### config.mk
export PLATFORM = sky130hd
export DESIGN_NAME = bist_scan_sequencer
export DESIGN_NICKNAME = d
export VERILOG_FILES = /design/src/rtl/bist_scan_sequencer.sv
export SDC_FILE = /design/constraint.sdc
export NUM_CORES = 1
export LEC_CHECK = 0
export ABC_CLOCK_PERIOD_IN_PS = 1700
export BUFFER_PORTS_ARGS = -buffer_cell sky130_fd_sc_hd__buf_4
export CORE_MARGIN = 4
export CORE_UTILIZATION = 52
export CTS_CLUSTER_SIZE = 8
export DETAILED_ROUTE_END_ITERATION = 16
export PLACE_DENSITY = 0.89
export SYNTH_ARGS = -nofsm -noshare
export SYNTH_HDL_FRONTEND = slang
export SYNTH_SLANG_ARGS = --single-unit
### constraint.sdc
create_clock -name CLK -period 1.7 [get_ports CLK]
set_input_delay 0.085 -clock CLK [delete_from_list [all_inputs] [get_ports CLK]]
set_output_delay 0.085 -clock CLK [all_outputs]
set_load 0.05 [all_outputs]
### src/rtl/bist_scan_sequencer.sv
// Scan-BIST session sequencer: drives LFSR/MISR/scan-enable/test-mux controls through
// INIT, SHIFT, CAPTURE, UNLOAD and COMPARE, then reports the signature check result.
module bist_scan_sequencer #(
  parameter int unsigned       CHAIN_LEN    = 8,
  parameter int unsigned       NUM_PATTERNS = 16,
  parameter int unsigned       PAT_W        = 8,
  parameter int unsigned       SIG_W        = 8,
  parameter logic [SIG_W-1:0]  GOLDEN_SIG   = SIG_W'(8'hA5)
) (
  input  logic             CLK,
  input  logic             RST,
  input  logic             START,
  input  logic             ABORT,
  input  logic [SIG_W-1:0] SIG,
  output logic             TEST_MODE,
  output logic             SCAN_EN,
  output logic             LFSR_LOAD,
  output logic             LFSR_EN,
  output logic             MISR_CLR,
  output logic             MISR_EN,
  output logic             BUSY,
  output logic             BIST_END,
  output logic             PASS_FAIL,
  output logic [PAT_W-1:0] PATTERN_CNT
);

  localparam int unsigned      CNT_W      = (CHAIN_LEN > 1) ? $clog2(CHAIN_LEN) : 1;
  localparam logic [CNT_W-1:0] SHIFT_LAST = CNT_W'(CHAIN_LEN - 1);
  localparam logic [PAT_W-1:0] PAT_LAST   = PAT_W'(NUM_PATTERNS - 1);

  typedef enum logic [2:0] {
    StIdle, StInit, StShift, StCapture, StUnload, StCompare, StDone
  } state_e;

  state_e             state_q, state_d;
  logic [CNT_W-1:0]   shift_cnt_q, shift_cnt_d;
  logic [PAT_W-1:0]   pattern_cnt_q, pattern_cnt_d;
  logic               pass_fail_q, pass_fail_d;
  logic               test_mode_q, test_mode_d;
  logic               scan_en_q, scan_en_d;
  logic               lfsr_load_q, lfsr_load_d;
  logic               lfsr_en_q, lfsr_en_d;
  logic               misr_clr_q, misr_clr_d;
  logic               misr_en_q, misr_en_d;
  logic               busy_q, busy_d;
  logic               bist_end_q, bist_end_d;
  logic               in_session;

  assign in_session = state_q inside {StInit, StShift, StCapture, StUnload, StCompare};

  always_comb begin
    state_d       = state_q;
    shift_cnt_d   = shift_cnt_q;
    pattern_cnt_d = pattern_cnt_q;
    pass_fail_d   = pass_fail_q;

    unique case (state_q)
      StIdle: begin
        // Clear on entry so INIT already shows a fresh count and no stale result.
        if (START) begin
          state_d       = StInit;
          shift_cnt_d   = '0;
          pattern_cnt_d = '0;
          pass_fail_d   = 1'b0;
        end
      end
      StInit: begin
        state_d     = StShift;
        shift_cnt_d = '0;
      end
      StShift: begin
        if (shift_cnt_q == SHIFT_LAST) begin
          state_d     = StCapture;
          shift_cnt_d = '0;
        end else begin
          shift_cnt_d = shift_cnt_q + 1'b1;
        end
      end
      StCapture: begin
        pattern_cnt_d = pattern_cnt_q + 1'b1;
        state_d       = (pattern_cnt_q == PAT_LAST) ? StUnload : StShift;
      end
      StUnload: begin
        if (shift_cnt_q == SHIFT_LAST) begin
          state_d     = StCompare;
          shift_cnt_d = '0;
        end else begin
          shift_cnt_d = shift_cnt_q + 1'b1;
        end
      end
      StCompare: begin
        pass_fail_d = (SIG == GOLDEN_SIG);
        state_d     = StDone;
      end
      StDone: begin
        if (!START) begin
          state_d       = StIdle;
          pattern_cnt_d = '0;
        end
      end
      default: state_d = StIdle;
    endcase

    if (ABORT && in_session) begin
      state_d       = StIdle;
      shift_cnt_d   = '0;
      pattern_cnt_d = '0;
      pass_fail_d   = 1'b0;
    end
  end

  // Outputs are decoded from the next state so they register alongside it.
  always_comb begin
    test_mode_d = 1'b0;
    scan_en_d   = 1'b0;
    lfsr_load_d = 1'b0;
    lfsr_en_d   = 1'b0;
    misr_clr_d  = 1'b0;
    misr_en_d   = 1'b0;
    busy_d      = 1'b0;
    bist_end_d  = 1'b0;

    unique case (state_d)
      StIdle: ;
      StInit: begin
        test_mode_d = 1'b1;
        lfsr_load_d = 1'b1;
        misr_clr_d  = 1'b1;
        busy_d      = 1'b1;
      end
      StShift, StUnload: begin
        test_mode_d = 1'b1;
        scan_en_d   = 1'b1;
        lfsr_en_d   = 1'b1;
        misr_en_d   = 1'b1;
        busy_d      = 1'b1;
      end
      StCapture: begin
        test_mode_d = 1'b1;
        misr_en_d   = 1'b1;
        busy_d      = 1'b1;
      end
      StCompare: begin
        test_mode_d = 1'b1;
        busy_d      = 1'b1;
      end
      StDone: bist_end_d = 1'b1;
      default: ;
    endcase
  end

  always_ff @(posedge CLK or posedge RST) begin
    if (RST) begin
      state_q       <= StIdle;
      shift_cnt_q   <= '0;
      pattern_cnt_q <= '0;
      pass_fail_q   <= 1'b0;
      test_mode_q   <= 1'b0;
      scan_en_q     <= 1'b0;
      lfsr_load_q   <= 1'b0;
      lfsr_en_q     <= 1'b0;
      misr_clr_q    <= 1'b0;
      misr_en_q     <= 1'b0;
      busy_q        <= 1'b0;
      bist_end_q    <= 1'b0;
    end else begin
      state_q       <= state_d;
      shift_cnt_q   <= shift_cnt_d;
      pattern_cnt_q <= pattern_cnt_d;
      pass_fail_q   <= pass_fail_d;
      test_mode_q   <= test_mode_d;
      scan_en_q     <= scan_en_d;
      lfsr_load_q   <= lfsr_load_d;
      lfsr_en_q     <= lfsr_en_d;
      misr_clr_q    <= misr_clr_d;
      misr_en_q     <= misr_en_d;
      busy_q        <= busy_d;
      bist_end_q    <= bist_end_d;
    end
  end

  assign TEST_MODE   = test_mode_q;
  assign SCAN_EN     = scan_en_q;
  assign LFSR_LOAD   = lfsr_load_q;
  assign LFSR_EN     = lfsr_en_q;
  assign MISR_CLR    = misr_clr_q;
  assign MISR_EN     = misr_en_q;
  assign BUSY        = busy_q;
  assign BIST_END    = bist_end_q;
  assign PASS_FAIL   = pass_fail_q;
  assign PATTERN_CNT = pattern_cnt_q;

endmodule

==> results of run 1 <==
## sequential cells by signal (all words and copies together), names as in the netlist
register and cells:
BUSY 1, LFSR_EN 1, MISR_CLR 1, shift_cnt_q 3
MISR_EN 1, state_q 3, PATTERN_CNT 8, BIST_END 1
PASS_FAIL 1
## per-stage QoR
stage	instances	area (sq um)	worst slack (ns)	hold WS, ns	util
finish	177	1430	0.0521	0.0387	0.702
global route	177	1430	0.00166	0.0461	0.702
CTS	177	1430	0.0473	0.0346	0.701
detailed placement	172	1400	0.114	0.259	0.683
global placement	172	1400	0.166	0.262	0.683
floorplan	122	1170	0.0434	0.0486	-
## logic make-up after synthesis
kind of cell | after synthesis | synth area share
buf+inv | 13 | 0.0591
fa+ha+maj | 3 | 0.0323
mux | 1 | 0.00968
xor+xnor | 1 | 0.00753
flops | 20 | 0.430
simple gates | 55 | 0.267
compound gates | 29 | 0.195
## area by class of cell
| class | instances | area, sq um | area share |
|---|---|---|---|
| repair buffers | 35 | 265 | 0.185 |
| clock buffers | 4 | 26.3 | 0.0183 |
| multi-input cells | 89 | 594 | 0.415 |
| well taps | 27 | 33.8 | 0.0236 |
| flip-flops and latches | 20 | 505 | 0.353 |
| inverters | 2 | 7.51 | 0.00524 |
## worst max-delay path by stage
stage,start,endpoint,depth (start not counted)
after floorplan,PATTERN_CNT[4]$_DFFE_PP0P_,PATTERN_CNT[7]$_DFFE_PP0P_,4
after global placement,state_q[1]$_DFF_PP0_,PATTERN_CNT[5]$_DFFE_PP0P_,4
after detailed placement,state_q[1]$_DFF_PP0_,shift_cnt_q[0]$_DFFE_PP0P_,4
after CTS,state_q[1]$_DFF_PP0_,shift_cnt_q[0]$_DFFE_PP0P_,4
after global routing,state_q[1]$_DFF_PP0_,shift_cnt_q[0]$_DFFE_PP0P_,4
final,state_q[1]$_DFF_PP0_,shift_cnt_q[0]$_DFFE_PP0P_,4
## power breakdown
group / switching, mW / internal, mW / leakage (nW) / total, mW
clock: 0.153 / 0.0917 / 0.0150 / 0.245
combinational: 0.681 / 0.431 / 0.464 / 1.11
sequential: 0.105 / 0.572 / 0.264 / 0.677
total: 0.940 / 1.09 / 0.743 / 2.03
## cells in the mapped netlist, types with 2 or more instances
cell type	instances	area [sq um]
nor3_1	7	35.0
nor3b_1	2	15.0
a21oi_1	2	10.0
ha_1	3	37.5
dfrtp_1	20	500
o21ai_0	4	20.0
and3_1	5	31.3
buf_4	4	30.0
buf_2	4	20.0
nand3b_1	3	22.5
nand3_1	5	25.0
nor2_1	9	33.8
a211o_1	6	52.6
clkbuf_1	2	7.51
nor2b_1	4	25.0
inv_1	2	7.51
nand2_1	7	26.3
nor4_1	3	18.8
nand2b_1	2	12.5
a22o_1	5	43.8
## repair_timing
| action | CTS | global route |
|---|---|---|
| gates resized for setup | 0 | 1 |
| endpoints found under the hold margin | 20 | 0 |
| hold buffers | 1 | 0 |
| setup endpoints to repair | 0 | 2 |
## placed cells by master, fill, tap and decap left out, drive strengths merged, types with 2 or more instances in the layout
master,synthesis,routed
buf,9,34
dfrtp,20,20
nor2,10,10
nand2,7,7
nor3,7,7
a211o,6,6
nand3,5,5
and3,5,5
a22o,5,5
o21ai,4,4
nor2b,4,4
clkbuf,2,4
nor4,3,3
nand3b,3,3
ha,3,3
nand2b,2,2
inv,2,2
a21oi,2,2
nor3b,2,2
a221o,2,2
## per-layer routing
layer,wire [um],share of wire,global-route usage
met4,38,0.014,0.0764
met3,132,0.050,0.0443
met2,1380,0.52,0.321
met1,1100,0.42,0.200
met5,0,0,0
==> impl_results.md, run 1 <==
* Final nets at around 170
* Worst-path clk slew at between 0.1 and 0.15 ns
* Hold Path Stages at 2
* Port Buffers at 28
* Maximum buffer depth of the clock tree at 2
* R2R Path Start: state_q[1]$_DFF_PP0_
* Syn Inst Count at ~120
* Post-synth EDFFs at 0
* Flop2flop setup slack at 0.05 ns
* Routed wire length at about 2700 um
* Root buf cell: clkbuf_4
* Synth cell types at 43
* Antenna violations before repair at 0
* Crit path max fanout at 8
* Overall Power at 2.03 mW
* Share of post-route cells with drive strength above 1 at 0.307
* Worst hold endpoint: MISR_EN$_DFF_PP0_
* Die W at approximately 55 um
* #FFs+latches synth at 20
* Die extent in y at 55.3 um
* Worst R2R End: shift_cnt_q[0]$_DFFE_PP0P_
* R2r worst-path depth at 4
* Hold Crit Start: ABORT
* Crit Path Category: flip-flop to flip-flop
* Total setup buffers inserted after CTS at 0
* I/O pins at 29
* Core area at just over 2000 sq um
* Ys flop type: dfrtp_1
* Req. time, crit path at between 1.5 and 2 ns
* Worst VDD drop at approximately 1.1 mV
* Fillers at around 160
* Vias in the first global route at approximately 1100
* Global route overflow at 0
* DIE AREA at ~3100 sq um
* CTS Buf Count at 3
* Via density at slightly below 6
* DR WL/cell at 15.0 um
* DR iter-0 viols at 22
* Setup violators final at 0
* Largest net degree at the start of global routing at 21
* Critical path data arrival time at 1.90 ns
* Slowest CP cell: dfrtp_2
* Hold WC Path Type: primary input to flip-flop
* Pwr dens at ~1400 nW/um^2
* Drt first pass iters at 4
* Final Hold Violating Endpoints at 0
* Minimum clock period after layout at between 1.5 and 2 ns
* WP buf/inv at 1
* Slew Limit Fails at 0
* Critical path, cell by cell: buf_4 > or3_1 > o211ai_1 > a22o_1
* H-tree depth at 1
* CP delay by family, top: compound AO/OA/AOI/OAI gates
* CTS tree: built
* Final ANT Viol Nets at 0
* Post-Synthesis Cell Area at between 1000 and 1500 sq um
* Sequential share of the synthesized area at 0.430
* Max incr delay on CP at between 0.4 and 0.5 ns
* Syn nets at between 100 and 150
* Status: finished, final reports clean
* First-pass GRT wire length at 4500 um
* Clock skew at between 0.006 and 0.007 ns
* Rel. slew slack at 0.506
* Final GP Congestion at approximately 0.8
* Mean area per synthesized cell at ~9.5 sq um
* F_max at slightly above 600 MHz
* Hpwl dp at between 1500 and 2000 um
* Via total after detailed routing at around 1100
* Setup repair after global routing missed its margin: no
* Lkg Pwr at roughly 0.74 nW
* Worst slew pin tran at 0.740 ns
* Setup crit end kind: flip-flop
* Area Overhead vs Synth at 23.1%
* Yosys synthesis warning count at 0
* TNS Setup at 0 ns
* Clock sinks at 20
* # diodes at 0
* Std cell rows at 16
* Startpoint Class: flip-flop
* GRT Util Overall at 0.179
* Async S/R FF share, synth at 1.00
* Maxcap violations at 0
* Fin crit share at 0.969
* Post-route DRC at 0
* Initial Util at 0.570
* Worst-Skew Late Latency at approximately 0.31 ns
Note: power is estimated with default switching activity, not from simulation.
==> run 2: changes to the inputs <==
--- a/config.mk
+++ b/config.mk
@@ -5,13 +5,15 @@
 export SDC_FILE = /design/constraint.sdc
 export NUM_CORES = 1
 export LEC_CHECK = 0
+export ABC_AREA = 1
 export ABC_CLOCK_PERIOD_IN_PS = 1700
 export BUFFER_PORTS_ARGS = -buffer_cell sky130_fd_sc_hd__buf_4
 export CORE_MARGIN = 4
-export CORE_UTILIZATION = 52
+export CORE_UTILIZATION = 53
 export CTS_CLUSTER_SIZE = 8
 export DETAILED_ROUTE_END_ITERATION = 16
 export PLACE_DENSITY = 0.89
+export SKIP_LAST_GASP = 1
 export SYNTH_ARGS = -nofsm -noshare
 export SYNTH_HDL_FRONTEND = slang
 export SYNTH_SLANG_ARGS = --single-unit
==> run 2 against run 1 <==
  * Flip-flop and latch count did not move
  * Area after synthesis rose by 12%
  * Synthesized cell count rose by 30%
  * Worst hold slack got worse by 0.0082 ns
  * Wire length rose by 6.6%
  * Die area rose by 8.2%
  * Core utilization fell by 2.5 points
  * Critical endpoint is now PATTERN_CNT[6]$_DFFE_PP0P_
  * Largest power group unchanged
  * Highest routed layer unchanged
==> impl_results.md, run 2 <==
* Startpoint Class: flip-flop
* Status: finished, final reports clean
* Core area at 2280 sq um (+11%)
* Final Hold Violating Endpoints at 0 (unchanged)
* Sequential share of the synthesized area at 0.385 (-0.0451)
* Hold WC Path Type: primary input to flip-flop
* Final core occ at 0.677 (-0.0248)
* Hold Crit Start: SIG[4]
* Worst slew pin tran at 0.429 ns (-0.312 ns)
* R2R Path Start: state_q[2]$_DFF_PP0_
* Reg power frac at 0.336 (+0.003)
* Switching share of power at 0.487 (+0.0252)
* Worst-path clk slew at 0.12 ns (about the same)
* Minimum clock period after layout at 1.51 ns (-0.133 ns)
* Root buf cell: clkbuf_4
* Global route overflow at 0 (unchanged)
* Worst VDD drop at 1.34 mV (+22%)
* Commonest non-fill, non-tap cell in the layout: nand2_1
* Top-area cell type share of the netlist area at 0.385 (-0.0451)
* Post-Synthesis Cell Area at 1300 sq um (+12%)
* Clock skew at 0.00626 ns (-0.000553 ns)
* Switch Pwr at 946 uW (+0.64%)
* Mean area per synthesized cell at 8.23 sq um (-14%)
* Synth cell types at 31 (-28%)
* Critical path data arrival time at 1.72 ns (-0.18 ns)
* Clock sinks at 20 (unchanged)
* Post-route DRC at 0 (unchanged)
* Req. time, crit path at 1.91 ns (-0.04 ns)
* Max FFs per register at 8 (unchanged)
* Dpl cell area at 1490 sq um (+7.1%)
* Setup violators final at 0 (unchanged)
* Slew Limit Fails at 0 (unchanged)
* Design Area, Final at 1540 sq um (+7.5%)
* H-tree depth at 1 (unchanged)
* GRT Util Overall at 0.189 (+0.00988)
* Placed Cells at 209 (+22%)
* F_max at 660 MHz (+8.8%)
* TNS Setup at 0 ns (unchanged)
* Ys flop type: dfrtp_1
* Via density at 5.40 (-9.5%)
* Final ANT Viol Nets at 0 (unchanged)
* Post-synth EDFFs at 0 (unchanged)
* Antenna violations before repair at 0 (unchanged)
* Most common library cells after synthesis: nand2_1 (48), dfrtp_1 (20), nand3_1 (17)
* Non-filler cells, final at 214 (+21%)
* Largest net degree at the start of global routing at 21 (unchanged)
* Area leader, netlist: dfrtp_1
* Port Buffers at 28 (unchanged)
* Final GP Congestion at 0.852 (+8.9%)
* #FFs+latches synth at 20 (unchanged)
* Initial Util at 0.571 (+0.00134)
* DIE AREA at 3310 sq um (+8.2%)
* Syn Inst Count at 158 (+30%)
* Vias in the first global route at 1136 (+8.0%)
* Fin crit share at 0.891 (-0.0783)
* Clock share of power at 0.147 (+0.027)
* Maximum buffer depth of the clock tree at 2 (unchanged)
* Die extent in y at 57.5 um (+4.0%)
* Most frequent cells in the layout: nand2_1 (48), buf_4 (29), dfrtp_1 (18)
* Via total after detailed routing at 1155 (+9.4%)
* Hpwl dp at 2210 um (+14%)
* Final nets at 202 (+22%)
* Std cell rows at 17 (+1)
* Syn nets at 173 (+26%)
* Drt first pass iters at 6 (+2)
* Yosys synthesis warning count at 0 (unchanged)
* Routed wire length at 2830 um (+6.6%)
* Async S/R FF share, synth at 1.00 (unchanged)
* Comb power frac at 0.518 (-0.029)
* Largest cells by area after synthesis: dfrtp_1 (38%), nand2_1 (14%), nand3_1 (6.5%)
* I/O pins at 29 (unchanged)
* Post-cts resize count at 0 (unchanged)
* Die W at 57.5 um (+4.0%)
* Rel. slew slack at 0.714 (+0.208)
* DR WL/cell at 13.2 um (-12%)
* Pwr dens at 1260 nW/um^2 (-11%)
* CTS Buf Count at 3 (unchanged)
* First-pass GRT wire length at 4930 um (+9.5%)
* # diodes at 0 (unchanged)
* Crit Path Category: flip-flop to flip-flop
* Maxcap violations at 0 (unchanged)
* Share of post-route cells with drive strength above 1 at 0.339 (+0.0320)
* Setup crit end kind: flip-flop
* CTS tree: built
* Setup repair after global routing missed its margin: no
* CP startpoint: state_q[2]$_DFF_PP0_
* Worst-Skew Late Latency at 0.31 ns (about the same)
* Area Overhead vs Synth at 18.5%
* Crit path max fanout at 11 (+3)
* Lkg Pwr at 0.846 nW (+14%)
* Top-count cell post-synth: nand2_1
* Cell Int Power at 996 uW (-9.1%)
* Fillers at 171 (+5.6%)
* DR iter-0 viols at 38 (+73%)
run 2: power by group through the flow:
stage,Clock [mW],Combinational (mW),Sequential [mW]
after floorplan,0,0.710,0.782
after detailed placement,0,0.998,0.659
final,0.285,1.00,0.652
after CTS,0.294,1.01,0.650
after global routing,0.314,1.07,0.667
after global placement,0,0.968,0.654
run 2: worst paths after layout:
kind	end	slack [ns]	cells after the start
worst min register to register	shift_cnt_q[1]$_DFFE_PP0P_	0.49	2
worst min-delay path	PASS_FAIL$_DFFE_PP0P_	0.03	4
min in group asynchronous	PATTERN_CNT[5]$_DFFE_PP0P_	0.35	4
worst max register to register	PATTERN_CNT[6]$_DFFE_PP0P_	0.19	7
worst max-delay path	PATTERN_CNT[6]$_DFFE_PP0P_	0.19	7
max in group asynchronous	PATTERN_CNT[1]$_DFFE_PP0P_	1.12	4
run 2: metal layers:
metal  vias up  GRT usage  wire length (um)
li1        563          -                 -
met1       542      0.217              1090
met2        42      0.339              1540
met3         8     0.0294               135
met4         0     0.0894                57
met5         -          0                 0
run 2: logic make-up after synthesis:
kind of cell,Yosys count,synth area share
AO/OA/AOI/OAI,7,0.0443
XOR/XNOR,1,0.00674
AND/OR/NAND/NOR,106,0.439
flip-flops,20,0.385
buffers and inverters,21,0.0963
adder cells (fa/ha/maj),3,0.0289
run 2: through the flow:
step           hold slack, ns  worst slack, ns  total power [mW]
2_1_floorplan          0.0487            0.154              1.49
3_3_place_gp            0.130            0.280              1.62
3_5_place_dp            0.144            0.232              1.66
4_1_cts                0.0238            0.196              1.95
5_1_grt                0.0304           0.0455              2.05
6_report               0.0305            0.185              1.94
run 2: critical path: stages, from the launching register on:
cell and delay [ns]:
dfrtp_1 0.63, inv_2 0.15, nand2_4 0.12, nand2_4 0.12, nand4_2 0.13, nand3_4 0.12, nand2_1 0.09, nand2_1 0.05
run 2: final cells by class:
cell class	instances	area, sq um	area share
clock buffer	4	36.3	0.0236
inverter	15	63.8	0.0414
multi-input combinational	117	674	0.438
sequential	20	503	0.327
tap	28	35.0	0.0227
timing repair buffer	30	228	0.148
run 2: timing repair:
| item | CTS | global route |
|---|---|---|
| buffers inserted | 0 | 0 |
| endpoints found under the hold margin | 20 | 0 |
| hold buffers | 1 | 0 |
==> run 3: changes to the inputs <==
--- a/config.mk
+++ b/config.mk
@@ -8,11 +8,14 @@
 export ABC_AREA = 1
 export ABC_CLOCK_PERIOD_IN_PS = 1700
 export BUFFER_PORTS_ARGS = -buffer_cell sky130_fd_sc_hd__buf_4
+export CELL_PAD_IN_SITES_DETAIL_PLACEMENT = 2
+export CELL_PAD_IN_SITES_GLOBAL_PLACEMENT = 2
 export CORE_MARGIN = 4
-export CORE_UTILIZATION = 53
+export CORE_UTILIZATION = 31
 export CTS_CLUSTER_SIZE = 8
 export DETAILED_ROUTE_END_ITERATION = 16
-export PLACE_DENSITY = 0.89
+export GPL_TIMING_DRIVEN = 1
+export PLACE_DENSITY = 0.9
 export SKIP_LAST_GASP = 1
 export SYNTH_ARGS = -nofsm -noshare
 export SYNTH_HDL_FRONTEND = slang
==> run 3 against run 2 <==
  * Global-route usage is 2.8 points lower
  * Sequential share of layout area is 0.95 points lower
  * Register-to-register slack worse by 0.11 ns
  * Worst hold slack gained 0.054 ns
  * Non-clock buffer count unchanged
  * Sequential power up 1%
  * Critical path type unchanged
  * Largest cell class unchanged
  * Largest power group unchanged
==> impl_results.md, run 3 (same netlist as run 2, synthesis figures left out) <==
* # diodes at 0 (unchanged)
* DR WL/cell at 16.5 um (+25%)
* CTS tree: built
* TNS Setup at 0 ns (unchanged)
* Worst R2R End: BUSY$_DFF_PP0_
* I/O pins at 29 (unchanged)
* Setup repair after global routing missed its margin: no
* Worst-Skew Late Latency at 0.26 ns (-0.05 ns)
* Max incr delay on CP at 0.63 ns (about the same)
* Worst-path clk slew at 0.08 ns (-0.04 ns)
* Via total after detailed routing at 1180 (+2.2%)
* Worst VDD drop at 0.532 mV (-60%)
* Fin crit share at 0.953 (+0.0621)
* R2r worst-path depth at 7 (unchanged)
* Antenna violations before repair at 0 (unchanged)
* F_max at 617 MHz (-6.5%)
* Final nets at 202 (unchanged)
* Worst path most repeated cell: nand3_1
* Slowest CP cell: dfrtp_1
* Largest net degree at the start of global routing at 15 (-29%)
* DR iter-0 viols at 25 (-34%)
* Final Hold Violating Endpoints at 0 (unchanged)
* R2R Path Start: state_q[2]$_DFF_PP0_
* Clock sinks at 20 (unchanged)
* Root buf cell: clkbuf_8
* Drt first pass iters at 3 (-3)
* Critical path data arrival time at 1.77 ns (+0.05 ns)
* Maximum buffer depth of the clock tree at 2 (unchanged)
* Status: finished, final reports clean
* Setup violators final at 0 (unchanged)
* Lkg Pwr at 0.853 nW (+0.92%)
* Std cell rows at 23 (+6)
* Vias in the first global route at 1352 (+19%)
* Clock skew at 0.00279 ns (-0.00347 ns)
* Most frequent cells in the layout: nand2_1 (48), buf_4 (29), dfrtp_1 (18)
* Hold WC Path Type: primary input to flip-flop
* WP buf/inv at 2 (+1)
* CP delay by family, top: simple AND/OR/NAND/NOR gates
* Hold Path Stages at 4 (unchanged)
* Via density at 5.00 (-7.4%)
* Final GP Congestion at 0.813 (-4.6%)
* Flop2flop setup slack at 0.08 ns (-0.11 ns)
* Clock share of power at 0.180 (+0.033)
* Initial Util at 0.323 (-0.249)
* First-pass GRT wire length at 6450 um (+31%)
* H-tree depth at 1 (unchanged)
* Reg power frac at 0.316 (-0.020)
* DIE AREA at 5290 sq um (+60%)
* Hpwl dp at 3160 um (+43%)
* CTS Buf Count at 3 (unchanged)
* Crit Path Category: flip-flop to flip-flop
* Setup crit end kind: flip-flop
* Routed wire length at 3900 um (+38%)
* Crit path max fanout at 9 (-2)
* Share of post-route cells with drive strength above 1 at 0.339 (unchanged)
* Comb power frac at 0.505 (-0.013)
* Core area at 4030 sq um (+77%)
* Global route overflow at 0 (unchanged)
* Die extent in y at 72.8 um (+26%)
* Design Area, Final at 1590 sq um (+3.0%)
* Post-route DRC at 0 (unchanged)
* Post-cts resize count at 0 (unchanged)
* Critical path, cell by cell: inv_2 > nand3_1 > nand3_2 > nand2_2 > inv_1 > nand2_1 > nand3_1
* Minimum clock period after layout at 1.62 ns (+0.106 ns)
* Cell Int Power at 1.07 mW (+7.7%)
* Switching share of power at 0.486 (-0.00143)
* Maxcap violations at 0 (unchanged)
* Commonest non-fill, non-tap cell in the layout: nand2_1
* Switch Pwr at 1.01 mW (+7.1%)
* Req. time, crit path at 1.85 ns (-0.06 ns)
* Worst hold endpoint: PASS_FAIL$_DFFE_PP0P_
* Dpl cell area at 1520 sq um (+1.8%)
* Hold Crit Start: SIG[4]
* Max FFs per register at 8 (unchanged)
* Die W at 72.8 um (+26%)
* Final ANT Viol Nets at 0 (unchanged)
* Startpoint Class: flip-flop
* Area Overhead vs Synth at 22.0%
* Pwr dens at 1310 nW/um^2 (+4.3%)
* Rel. slew slack at 0.612 (-0.102)
* Port Buffers at 28 (unchanged)
* GRT Util Overall at 0.161 (-0.0281)
* Slew Limit Fails at 0 (unchanged)
* Worst slew pin tran at 0.581 ns (+0.153 ns)
run 3: cell counts in the layout (fill, tap and decap cells not counted):
No cell type changed its count.
run 3: worst max path at each step:
stage,from,endpoint,slack [ns],cells past startpoint
after floorplan,PATTERN_CNT[0]$_DFFE_PP0P_,BUSY$_DFF_PP0_,0.15,7
after global placement,state_q[2]$_DFF_PP0_,BUSY$_DFF_PP0_,0.20,7
after detailed placement,state_q[2]$_DFF_PP0_,PATTERN_CNT[1]$_DFFE_PP0P_,0.1,7
after CTS,state_q[2]$_DFF_PP0_,PATTERN_CNT[4]$_DFFE_PP0P_,0.09,7
after global routing,state_q[2]$_DFF_PP0_,PATTERN_CNT[7]$_DFFE_PP0P_,0.002,7
final,state_q[2]$_DFF_PP0_,BUSY$_DFF_PP0_,0.08,7
run 3: layout make-up:
cell class	instances	area [sq um]
clock buffer	4	55.1
fill	489	2440
inverter	15	63.8
multi-input combinational	117	674
sequential	20	503
tap	50	62.6
timing repair buffer	30	228
run 3: repair_timing:
action	4_1_cts	5_1_grt
buffers inserted	0	0
hold endpoints to repair	13	0
hold buffers	1	0
run 3: metal layers:
metal / global-route usage / routed length [um] / part of all wire / vias up
met2: 0.325 / 2260 / 0.58 / 23
met4: 0.0389 / 74 / 0.019 / 0
met5: 0 / 0 / 0 / -
met3: 0.0386 / 122 / 0.031 / 7
met1: 0.162 / 1430 / 0.37 / 590
li1: - / - / - / 560
run 3: through the flow:
stage | cells | setup WS [ns] | util | hold WS, ns | power, mW
after global placement | 231 | 0.204 | 0.378 | 0.173 | 1.67
after detailed placement | 231 | 0.0960 | 0.378 | 0.184 | 1.74
after global routing | 236 | 0.00189 | 0.394 | 0.0959 | 2.22
after floorplan | 158 | 0.154 | - | 0.0487 | 1.49
final | 236 | 0.0796 | 0.394 | 0.0841 | 2.09
after CTS | 236 | 0.0856 | 0.394 | 0.0822 | 2.12
run 3: power by group through the flow:
stage          logic [mW]  registers, mW  clock network, mW
2_1_floorplan       0.710          0.782                  0
3_3_place_gp         1.01          0.662                  0
3_5_place_dp         1.07          0.670                  0
4_1_cts              1.07          0.660              0.387
5_1_grt              1.14          0.674              0.411
6_report             1.05          0.659              0.375
run 3: worst register-to-register path: cells and delay by family, from the launching register on:
kind                   cells  cell delay [ns]
and+or+nand+nor            5             0.64
buffers and inverters      2             0.23
DFF                        1             0.63
